File: src/rtl/serial_program_loader.sv
// UART-driven program loader for blocpu_core: decodes load/run/stop commands,
// writes instructions into the core and answers load frames with ACK/NAK.
module serial_program_loader #(
  parameter int unsigned TIMEOUT_CYCLES = 16777215,
  parameter logic [7:0]  ACK_BYTE       = 8'h06,
  parameter logic [7:0]  NAK_BYTE       = 8'h15
) (
  input  logic        clk,
  input  logic        reset_n,
  input  logic        rx_valid,
  input  logic [7:0]  rx_data,
  input  logic        tx_busy,
  output logic        tx_start,
  output logic [7:0]  tx_data,
  output logic        core_reset,
  output logic        core_running,
  output logic [11:0] instr,
  output logic [15:0] instr_addr,
  output logic        instr_write,
  output logic        busy
);

  localparam int unsigned TW = $clog2(TIMEOUT_CYCLES + 1);

  typedef enum logic [2:0] {
    IDLE, ADDR_HI, ADDR_LO, CNT_HI, CNT_LO, INSTR_HI, INSTR_LO
  } state_t;

  state_t        state, state_next;
  logic [15:0]   addr;
  logic [15:0]   cnt;
  logic [3:0]    nibble;
  logic [TW-1:0] timer;
  logic          pending;
  logic [7:0]    pend_byte;

  logic timeout, queue_ack, queue_nak, do_write, cmd_halt, cmd_run;

  always_ff @(posedge clk) begin
    if (!reset_n) state <= IDLE;
    else          state <= state_next;
  end

  always_comb begin
    state_next = state;
    queue_ack  = 1'b0;
    queue_nak  = 1'b0;
    do_write   = 1'b0;
    cmd_halt   = 1'b0;
    cmd_run    = 1'b0;
    // An arriving byte always takes precedence over an expiring timer.
    timeout    = (state != IDLE) && !rx_valid && (timer == TW'(TIMEOUT_CYCLES - 1));
    if (rx_valid) begin
      unique case (state)
        IDLE: begin
          unique case (rx_data)
            8'h4C: begin
              state_next = ADDR_HI;
              cmd_halt   = 1'b1;
            end
            8'h52:   cmd_run  = 1'b1;
            8'h53:   cmd_halt = 1'b1;
            default: ;
          endcase
        end
        ADDR_HI: state_next = ADDR_LO;
        ADDR_LO: state_next = CNT_HI;
        CNT_HI:  state_next = CNT_LO;
        CNT_LO: begin
          if ({cnt[15:8], rx_data} == 16'd0) begin
            state_next = IDLE;
            queue_ack  = 1'b1;
          end else begin
            state_next = INSTR_HI;
          end
        end
        INSTR_HI: begin
          if (rx_data[7:4] != 4'd0) begin
            state_next = IDLE;
            queue_nak  = 1'b1;
          end else begin
            state_next = INSTR_LO;
          end
        end
        INSTR_LO: begin
          do_write = 1'b1;
          if (cnt == 16'd1) begin
            state_next = IDLE;
            queue_ack  = 1'b1;
          end else begin
            state_next = INSTR_HI;
          end
        end
        default: state_next = IDLE;
      endcase
    end else if (timeout) begin
      state_next = IDLE;
      queue_nak  = 1'b1;
    end
  end

  always_ff @(posedge clk) begin
    if (!reset_n) begin
      core_reset   <= 1'b1;
      core_running <= 1'b0;
      instr        <= '0;
      instr_addr   <= '0;
      instr_write  <= 1'b0;
      tx_start     <= 1'b0;
      tx_data      <= '0;
      busy         <= 1'b0;
      addr         <= '0;
      cnt          <= '0;
      nibble       <= '0;
      timer        <= '0;
      pending      <= 1'b0;
      pend_byte    <= '0;
    end else begin
      instr_write <= do_write;
      busy        <= (state_next != IDLE);

      if (rx_valid || state_next == IDLE) timer <= '0;
      else                                timer <= timer + TW'(1);

      if (rx_valid) begin
        unique case (state)
          ADDR_HI:  addr[15:8] <= rx_data;
          ADDR_LO:  addr[7:0]  <= rx_data;
          CNT_HI:   cnt[15:8]  <= rx_data;
          CNT_LO:   cnt[7:0]   <= rx_data;
          INSTR_HI: nibble     <= rx_data[3:0];
          default:  ;
        endcase
      end

      if (do_write) begin
        instr      <= {nibble, rx_data};
        instr_addr <= addr;
        addr       <= addr + 16'd1;
        cnt        <= cnt - 16'd1;
      end

      if (cmd_halt) begin
        core_running <= 1'b0;
        core_reset   <= 1'b1;
      end else if (cmd_run) begin
        core_running <= 1'b1;
        core_reset   <= 1'b0;
      end

      // Single-entry response slot: a newer ACK/NAK replaces an unsent one.
      tx_start <= 1'b0;
      if (pending && !tx_busy) begin
        tx_start <= 1'b1;
        tx_data  <= pend_byte;
        pending  <= 1'b0;
      end
      if (queue_ack || queue_nak) begin
        pending   <= 1'b1;
        pend_byte <= queue_nak ? NAK_BYTE : ACK_BYTE;
      end
    end
  end

endmodule

File: config.mk
export PLATFORM = sky130hd
export DESIGN_NAME = serial_program_loader
export DESIGN_NICKNAME = d
export VERILOG_FILES = /design/src/rtl/serial_program_loader.sv
export SDC_FILE = /design/constraint.sdc
export NUM_CORES = 1
export LEC_CHECK = 0
export ABC_AREA = 1
export CORE_MARGIN = 4
export CORE_UTILIZATION = 60
export CTS_CLUSTER_SIZE = 16
export DETAILED_ROUTE_END_ITERATION = 6
export PLACE_DENSITY = 0.91
export SLEW_MARGIN = 10
export SYNTH_ARGS = -nofsm -noshare
export SYNTH_HDL_FRONTEND = slang
export SYNTH_SLANG_ARGS = --single-unit
File: constraint.sdc
create_clock -name clk -period 3.3 [get_ports clk]
set_input_delay 0.99 -clock clk [delete_from_list [all_inputs] [get_ports clk]]
set_output_delay 0.99 -clock clk [all_outputs]
set_load 0.02 [all_outputs]
==> reports/results.tsv, run 1 <==
stage	metric	value	unit
clocking	htree_levels	3	
clocking	clk_latency	380	ps
die	start_util	62.8	%
sta	finalCriticalPeriod	2550	ps
place	dp_hpwl	8.91	mm
clocking	cts_tree	done	
drt	ant_nets	0	
critical_path	arrival	2810	ps
run_status	outcome	completed	
logic_synthesis	netlist_area	0.00492	mm²
worst_hold_path	worstHoldPathType	reg2reg	
critical_path	critical_path_peak_fanout	24	
cells_and_area	synthToLayoutAreaGrowth	15.0	%
worst_hold_path	worstHoldStart	core_running	
place	dpl.cell_count	842	
place	place_congestion	0.942	
drt	drt-initial-drc-count	333	
cells_and_area	nNetsFinal	768	
place	port_buffers	48	
logic_synthesis	synth_warnings	0	
die	die_area	0.00972	mm²
sta	finalSetupViolCount	0	
die	num_io_pins	53	
sta	min_period_over_period	77.2	%
logic_synthesis	ys_ff_latch	103	
critical_path	rrSetupSlack	1270	ps
die	rows	32	
clocking	postCtsHoldBufs	0	
place	dpl_cell_area	0.00547	mm²
cells_and_area	layout-drive-gt1-share	4.63	%
sta	worst_clock_skew	12.3	ps
worst_hold_path	whs_endpoint	core_running	
clocking	cts_sinks	103	
sta	tightest_slew	574	ps
worst_hold_path	holdPathStages	2	
sta	hold_viol_final	0	
critical_path	timing.rr.start	timer[1]	
clocking	cts-resized-gates	0	
global_route	grt_pass1_wl	21.4	mm
sta	timing.fmax	393	MHz
critical_path	r2r_cells	10	
sta	setup_tns	0	ps
cells_and_area	final_area	0.00566	mm²
global_route	grtUsageTotal	26.3	%
cells_and_area	num_antenna_cells	0	
clocking	clock_path_buffers	2	
logic_synthesis	postSynthAreaPerCell	6.96	µm²
critical_path	critPathLaunchType	input pin	
logic_synthesis	synth_cells	708	
cells_and_area	fin_cells	858	
die	die_x	98.6	µm
clocking	root_buffer	clkbuf_8	
die	coreArea	0.00785	mm²
critical_path	critPathCaptureType	flip-flop	
logic_synthesis	seq_area_frac_synth	41.9	%
drt	drt_pass1_iterations	6	
logic_synthesis	synth_cell_type_count	33	
critical_path	path_class	in2reg	
critical_path	crit_required	3560	ps
sta	holdWs	465	ps
die	die_h	98.6	µm
sta	rsz0062_at_grt	false	
place	pre_cts_ws	444	ps
clocking	cts_setup_buffers	0	
critical_path	r2r-end	timer[22]	
drt	vias	4903	
global_route	grt_max_degree	37	
global_route	grt_overflow_total	0	
global_route	grt_pass1_vias	4688	
sta	setup_ws	753	ps
sta	relSlewSlack	61.6	%
clocking	cts_buffers	9	
drt	viasPerCell	5.71	
clocking	clk_pin_slew	100	ps
job	drv_cap	0	
drt	wl_per_cell	14.7	µm
sta	drv_slew	0	
global_route	antenna_found_initial	0	
power_and_ir_drop	vdd_drop_max	0.000274	V
cells_and_area	nFillCells	612	
power_and_ir_drop	power.leakage	0.00222	µW
drt	drc	0	
drt	routed_wl	12.6	mm
power_and_ir_drop	power_density	374	mW/mm²
## critical path: stages
cell	delay [ps]
clkdlybuf4s50_1	550
nor2_1	140
nand2_1	100
nor2_1	160
nand2_1	70
nand2_1	90
nand3_1	80
nand2_1	80
nand3_1	70
nand2_1	70
nand2_2	90
nand2_4	220
nor2_1	80
## cells by family (layout without fill, tap and decap cells)
| family | Yosys count | count (layout) | synth area share (%) |
|---|---|---|---|
| AOI/OAI and AO/OA | 143 | 143 | 15.8 |
| and+or+nand+nor | 323 | 323 | 27.0 |
| DFF | 103 | 103 | 41.9 |
| adders and majority gates | 5 | 5 | 1.27 |
| buffers and inverters | 104 | 149 | 8.89 |
| other | 1 | 4 | 0.0761 |
| xor gates and xnor gates | 29 | 29 | 5.16 |
## per-layer routing
layer / share of wire (%) / track usage, %
met5: 0 / 0
met4: 2.8 / 10.5
met3: 7.5 / 5.17
met2: 48 / 44.0
met1: 41 / 33.5
## worst max-delay path by stage
stage | from | endpoint | slack [ps] | depth (start not counted)
3_5_place_dp | rx_data[5] | timer[18] | 440 | 13
2_1_floorplan | rx_valid | timer[15] | 1170 | 13
4_1_cts | rx_valid | pend_byte[2] | 810 | 10
5_1_grt | rx_valid | pend_byte[2] | 550 | 10
3_3_place_gp | rx_valid | pending | 450 | 10
6_report | rx_data[5] | timer[22] | 750 | 13
## layout make-up
class | count | area, µm² | share of cell area (%)
flip-flops and latches | 103 | 2060 | 36.4
inverters | 74 | 278 | 4.90
well taps | 102 | 128 | 2.25
clock inverters | 6 | 68.8 | 1.22
multi-input cells | 504 | 2440 | 43.0
clock buffers | 10 | 128 | 2.25
repair buffers | 59 | 563 | 9.94
## layout by cell type (no fill, tap or decap), drive strengths merged
cell / n
nand2: 141
nor2: 123
dfxtp: 103
inv: 76
o21ai: 63
a21oi: 51
clkdlybuf4s50: 48
nand3: 32
a31oi: 16
xor2: 15
xnor2: 14
nor3: 12
nand4: 11
buf: 11
clkbuf: 10
ha: 5
o211ai: 4
conb: 4
o21a: 3
nor4: 2
nand3b: 2
a21boi: 2
clkinv: 2
o211a: 1
a221oi: 1
a211oi: 1
a311oi: 1
bufinv: 1
clkinvlp: 1
## report_power, final
part           switching, µW  internal, µW
Clock                    447           357
Combinational           49.0          22.2
Sequential             0.324          1240
## stage by stage
| stage | total power, µW | util (%) |
|---|---|---|
| 2_1_floorplan | 1310 | - |
| 3_3_place_gp | 1340 | 69.7 |
| 3_5_place_dp | 1340 | 69.7 |
| 4_1_cts | 2120 | 72.2 |
| 5_1_grt | 2190 | 72.2 |
| 6_report | 2120 | 72.2 |
## synthesized netlist by cell type, drive strengths merged
library cell,number,area [µm²]
a31oi,16,100
o21a,3,22.5
clkbuf,11,41.3
conb,1,3.75
o211a,1,10.0
nor3,12,60.1
nor4,2,12.5
inv,74,278
o21ai,63,315
a311oi,1,8.76
dfxtp,103,2060
nand2,141,542
a211oi,1,7.51
xnor2,14,123
o211ai,4,30.0
nand3,32,160
nor2,123,469
xor2,15,131
a21boi,2,15.0
nand3b,2,15.0
buf,19,119
a21oi,51,259
nand4,11,68.8
a221oi,1,8.76
ha,5,62.6
## state kept, by name, indices dropped and copies added (netlist names)
register and count:
core_reset 1, cnt 16, instr 12, core_running 1, state 3, instr_write 1
pending 1, timer 24, nibble 4, busy 1, tx_data 3, instr_addr 16
pend_byte 3, tx_start 1, addr 16
No activity file was read; power rests on OpenSTA's default activity.
==> run 2, diff against run 1 <==
--- a/config.mk
+++ b/config.mk
@@ -7,10 +7,10 @@
 export LEC_CHECK = 0
 export ABC_AREA = 1
 export CORE_MARGIN = 4
-export CORE_UTILIZATION = 60
+export CORE_UTILIZATION = 56
 export CTS_CLUSTER_SIZE = 16
 export DETAILED_ROUTE_END_ITERATION = 6
-export PLACE_DENSITY = 0.91
+export PLACE_DENSITY = 0.86
 export SLEW_MARGIN = 10
 export SYNTH_ARGS = -nofsm -noshare
 export SYNTH_HDL_FRONTEND = slang
==> constraint.sdc (replaced) <==
create_clock -name clk -period 2.39 [get_ports clk]
set_input_delay 0.717 -clock clk [delete_from_list [all_inputs] [get_ports clk]]
set_output_delay 0.717 -clock clk [all_outputs]
set_load 0.02 [all_outputs]
==> reports/results.tsv, run 2 (synthesis results as in run 1) <==
stage	metric	value	unit
sta	min_period_over_period	91.7	%
drt	routed_wl	12.5	mm
sta	finalCriticalPeriod	2190	ps
power_and_ir_drop	power.leakage	0.00235	µW
die	rows	33	
sta	finalSetupViolCount	0	
cells_and_area	fin_util	70.5	%
global_route	grt_max_degree	25	
place	dp_hpwl	9.19	mm
sta	tightest_slew	487	ps
die	die_x	102	µm
worst_hold_path	worstHoldPathType	reg2reg	
cells_and_area	layout-drive-gt1-share	7.80	%
run_status	outcome	completed	
die	die_area	0.0104	mm²
clocking	clock_path_buffers	2	
cells_and_area	synthToLayoutAreaGrowth	20.1	%
clocking	root_buffer	clkbuf_8	
drt	vias	4838	
cells_and_area	nNetsFinal	794	
place	dpl.cell_count	871	
sta	worst_clock_skew	21.3	ps
cells_and_area	final_common_cell	nand2_1	
place	place_congestion	0.908	
die	die_h	102	µm
global_route	grt_overflow_total	0	
cells_and_area	regMostFlops	timer	
place	port_buffers	48	
drt	viasPerCell	5.45	
sta	relSlewSlack	67.2	%
power_and_ir_drop	vdd_drop_max	0.000430	V
die	start_util	58.8	%
drt	drc	0	
sta	rsz0062_at_grt	false	
clocking	clk_pin_slew	100	ps
critical_path	arrival	2450	ps
critical_path	crit_required	2650	ps
cells_and_area	mostFrequentLayoutCells	nand2_1 (138), nor2_1 (120), dfxtp_1 (103)	
global_route	grt_pass1_wl	20.8	mm
clocking	cts_sinks	103	
clocking	htree_levels	3	
sta	timing.fmax	456	MHz
global_route	grt_pass1_vias	4656	
cells_and_area	largest_register_ffs	24	
cells_and_area	nFillCells	661	
critical_path	r2r_cells	10	
critical_path	path_class	in2reg	
critical_path	critPathCaptureType	flip-flop	
global_route	antenna_found_initial	0	
critical_path	rrSetupSlack	400	ps
die	num_io_pins	53	
cells_and_area	regArea	0.00206	mm²
worst_hold_path	holdPathStages	2	
clocking	clk_latency	380	ps
drt	drt_pass1_iterations	5	
power_and_ir_drop	power_density	501	mW/mm²
critical_path	critPathLaunchType	input pin	
clocking	cts_tree	done	
clocking	cts_buffers	9	
sta	hold_viol_final	0	
critical_path	critical_path_peak_fanout	24	
cells_and_area	fin_cells	887	
drt	drt-initial-drc-count	318	
cells_and_area	multiInputGateArea	0.00244	mm²
cells_and_area	num_antenna_cells	0	
clocking	postCtsHoldBufs	0	
global_route	grtUsageTotal	24.7	%
clocking	cts-resized-gates	0	
job	drv_cap	0	
die	coreArea	0.00838	mm²
drt	ant_nets	0	
sta	drv_slew	0	
clocking	cts_setup_buffers	0	
drt	wl_per_cell	14.1	µm
-- run 2: changes by cell type in the layout (fill, tap and decap cells not counted), sizes merged --
cell / previous run / this run
inv: 76 / 75
clkinvlp: 1 / 2
buf: 11 / 37
-- run 2: critical path, cell delays in order --
cell	delay, ps
clkdlybuf4s50_1	510
nor2_1	130
nand2_1	90
nor2_1	160
nand2_1	70
nand2_1	80
nand3_1	80
nand2_1	80
nand3_1	70
nand2_1	80
nand2_2	70
nand2_4	220
nor2_1	80
-- run 2: final cells by class --
cell class	count	area share, %
multi-input combinational	504	41.2
sequential	103	34.9
timing repair buffer	85	13.7
inverter	74	4.70
tap	105	2.22
clock buffer	10	2.16
clock inverter	6	1.18
-- run 2: worst paths after layout --
kind                  endpoint          from
setup reg to reg     timer[22]      timer[0]
hold reg to reg   core_running  core_running
hold / removal    core_running  core_running
setup / recovery     timer[14]    rx_data[5]
-- run 2: layer usage --
layer	track usage (%)	up-vias	routed length, µm
met5	0	-	0
met4	10.9	0	350
met3	5.37	34	842
met2	40.6	178	5950
met1	31.1	2207	5340
li1	-	2419	-
-- run 2: where the power goes --
group          total, µW  internal, µW  switching (µW)
clock               1120           493             630
combinational        125          52.9            72.5
sequential          1720          1720           0.452
total               2960          2260             703
-- run 2: through the flow --
stage                     power, µW  setup TNS [ps]  cell area, µm²  hold WS, ps  setup WS (ps)
final                          2960               0            5910          463            198
after floorplan                1810               0            4940          437            534
after global placement         1880           -2500            5720          443           -104
after global routing           3050               0            5910          481           26.7
after CTS                      2960               0            5910          466            218
after detailed placement       1880           -3660            5720          450           -162
==> run 3, diff against run 2 <==
--- a/config.mk
+++ b/config.mk
@@ -6,11 +6,12 @@
 export NUM_CORES = 1
 export LEC_CHECK = 0
 export ABC_AREA = 1
-export CORE_MARGIN = 4
+export CORE_MARGIN = 8
 export CORE_UTILIZATION = 56
 export CTS_CLUSTER_SIZE = 16
 export DETAILED_ROUTE_END_ITERATION = 6
 export PLACE_DENSITY = 0.86
+export REMOVE_ABC_BUFFERS = 1
 export SLEW_MARGIN = 10
 export SYNTH_ARGS = -nofsm -noshare
 export SYNTH_HDL_FRONTEND = slang
==> reports/results.tsv, run 3 (synthesis results as in run 1) <==
stage	metric	value	unit
global_route	grtUsageTotal	21.6	%
cells_and_area	largest_register_ffs	24	
sta	holdWs	467	ps
job	drv_cap	0	
sta	rsz0062_at_grt	false	
global_route	grt_max_degree	35	
sta	min_period_over_period	90.2	%
power_and_ir_drop	power_density	498	mW/mm²
clocking	cts_sinks	103	
drt	ant_nets	0	
place	dp_hpwl	9.20	mm
clocking	clk_latency	380	ps
drt	drt_pass1_iterations	5	
global_route	use_met2	38.1	%
drt	drt-initial-drc-count	304	
critical_path	critical_path_peak_fanout	24	
drt	vias	4807	
cells_and_area	regMostFlops	timer	
sta	hold_viol_final	0	
clocking	cts-resized-gates	0	
cells_and_area	synthToLayoutAreaGrowth	19.4	%
clocking	clk_pin_slew	110	ps
die	rows	34	
critical_path	crit_required	2650	ps
power_and_ir_drop	intPower	2180	µW
global_route	grt_overflow_total	0	
global_route	grt_pass1_wl	21.0	mm
global_route	grt_pass1_vias	4671	
power_and_ir_drop	vdd_drop_max	0.000321	V
power_and_ir_drop	p_clk_share	37.2	%
global_route	busiest_layer	met2	
die	die_x	110	µm
power_and_ir_drop	p_seq_share	58.6	%
power_and_ir_drop	sw_frac_of_total	25.6	%
clocking	cts_buffers	9	
die	coreArea	0.00864	mm²
drt	routed_wl	12.5	mm
die	num_io_pins	53	
critical_path	arrival	2420	ps
clocking	root_buffer	clkbuf_8	
sta	worst_clock_skew	13.1	ps
clocking	postCtsHoldBufs	0	
worst_hold_path	worstHoldPathType	reg2reg	
sta	finalSetupViolCount	0	
global_route	antenna_found_initial	0	
clocking	clock_path_buffers	2	
power_and_ir_drop	netSwitchingPower	749	µW
place	port_buffers	48	
critical_path	critPathCaptureType	flip-flop	
clocking	htree_levels	3	
drt	viasPerCell	5.43	
cells_and_area	nNetsFinal	789	
critical_path	path_class	in2reg	
global_route	met1_usage	24.5	%
cells_and_area	layout-drive-gt1-share	7.34	%
clocking	cts_setup_buffers	0	
cells_and_area	num_antenna_cells	0	
power_and_ir_drop	combPwrFrac	4.3	%
drt	drc	0	
cells_and_area	mostFrequentLayoutCells	nand2_1 (138), nor2_1 (120), dfxtp_1 (103)	
critical_path	critPathLaunchType	input pin	
clocking	cts_tree	done	
global_route	gr-usage-met3	4.69	%
sta	drv_slew	0	
sta	setup_tns	0	ps
cells_and_area	final_common_cell	nand2_1	
place	place_congestion	0.936	
sta	timing.fmax	464	MHz
die	die_h	110	µm
power_and_ir_drop	power.leakage	0.00234	µW
sta	finalCriticalPeriod	2160	ps
die	die_area	0.0121	mm²
die	start_util	57.0	%
run_status	outcome	completed	
drt	wl_per_cell	14.1	µm
## run 3: changes by cell type in the layout (fill, tap and decap cells not counted)
cell	before	now
buf_4	33	28
bufinv_16	1	0
clkinv_8	0	1
clkinv_4	1	2
clkinvlp_4	2	0
inv_6	0	2
inv_8	1	2
clkinv_2	1	0
clkbuf_1	1	0
## run 3: through the flow
stage                     power (µW)  setup slack (ps)  utilization [%]  instances  instance area, µm²
final                           2930               234             68.1        885                5880
after global routing            3010              31.3             68.1        885                5880
after CTS                       2940               244             68.1        885                5880
after detailed placement        1880              -149             65.8        869                5680
after global placement          1880             -44.2             65.8        869                5680
after floorplan                 1790              -802                -        681                4780
## run 3: cell type report
| class | instances | area (µm²) |
|---|---|---|
| tap | 108 | 135 |
| inverter | 74 | 278 |
| multi-input combinational | 504 | 2440 |
| clock inverter | 7 | 73.8 |
| sequential | 103 | 2060 |
| fill | 730 | 2760 |
| clock buffer | 9 | 124 |
| timing repair buffer | 80 | 771 |
## run 3: final timing paths
path           startpoint            to  cells after the start  slack (ps)
max            rx_data[6]      timer[6]                     13         230
min          core_running  core_running                      2         470
max reg2reg      state[2]      addr[11]                      9         410
min reg2reg  core_running  core_running                      2         470
## run 3: per-layer routing
metal  up-vias  part of all wire [%]
li1       2410                     -
met1      2218                    42
met2       147                    50
met3        32                   6.2
met4         0                   2.5
met5         -                     0
## run 3: power by group through the flow
stage	registers (µW)	logic (µW)	clock network, µW
final	1720	125	1090
after global routing	1720	133	1160
after detailed placement	1760	122	0
after floorplan	1760	35.1	0
after global placement	1760	120	0
after CTS	1720	122	1100
## run 3: worst max-delay path, cell delays in order
cell and delay [ps]:
clkdlybuf4s50_1 470, nor2_1 140, nand2_1 100, nor2_1 150
nand2_1 70, nand2_1 80, nand3_1 80, nand2_1 80
nand3_1 70, nand2_1 70, nand2_2 80, nand2_4 210
nor2_1 80
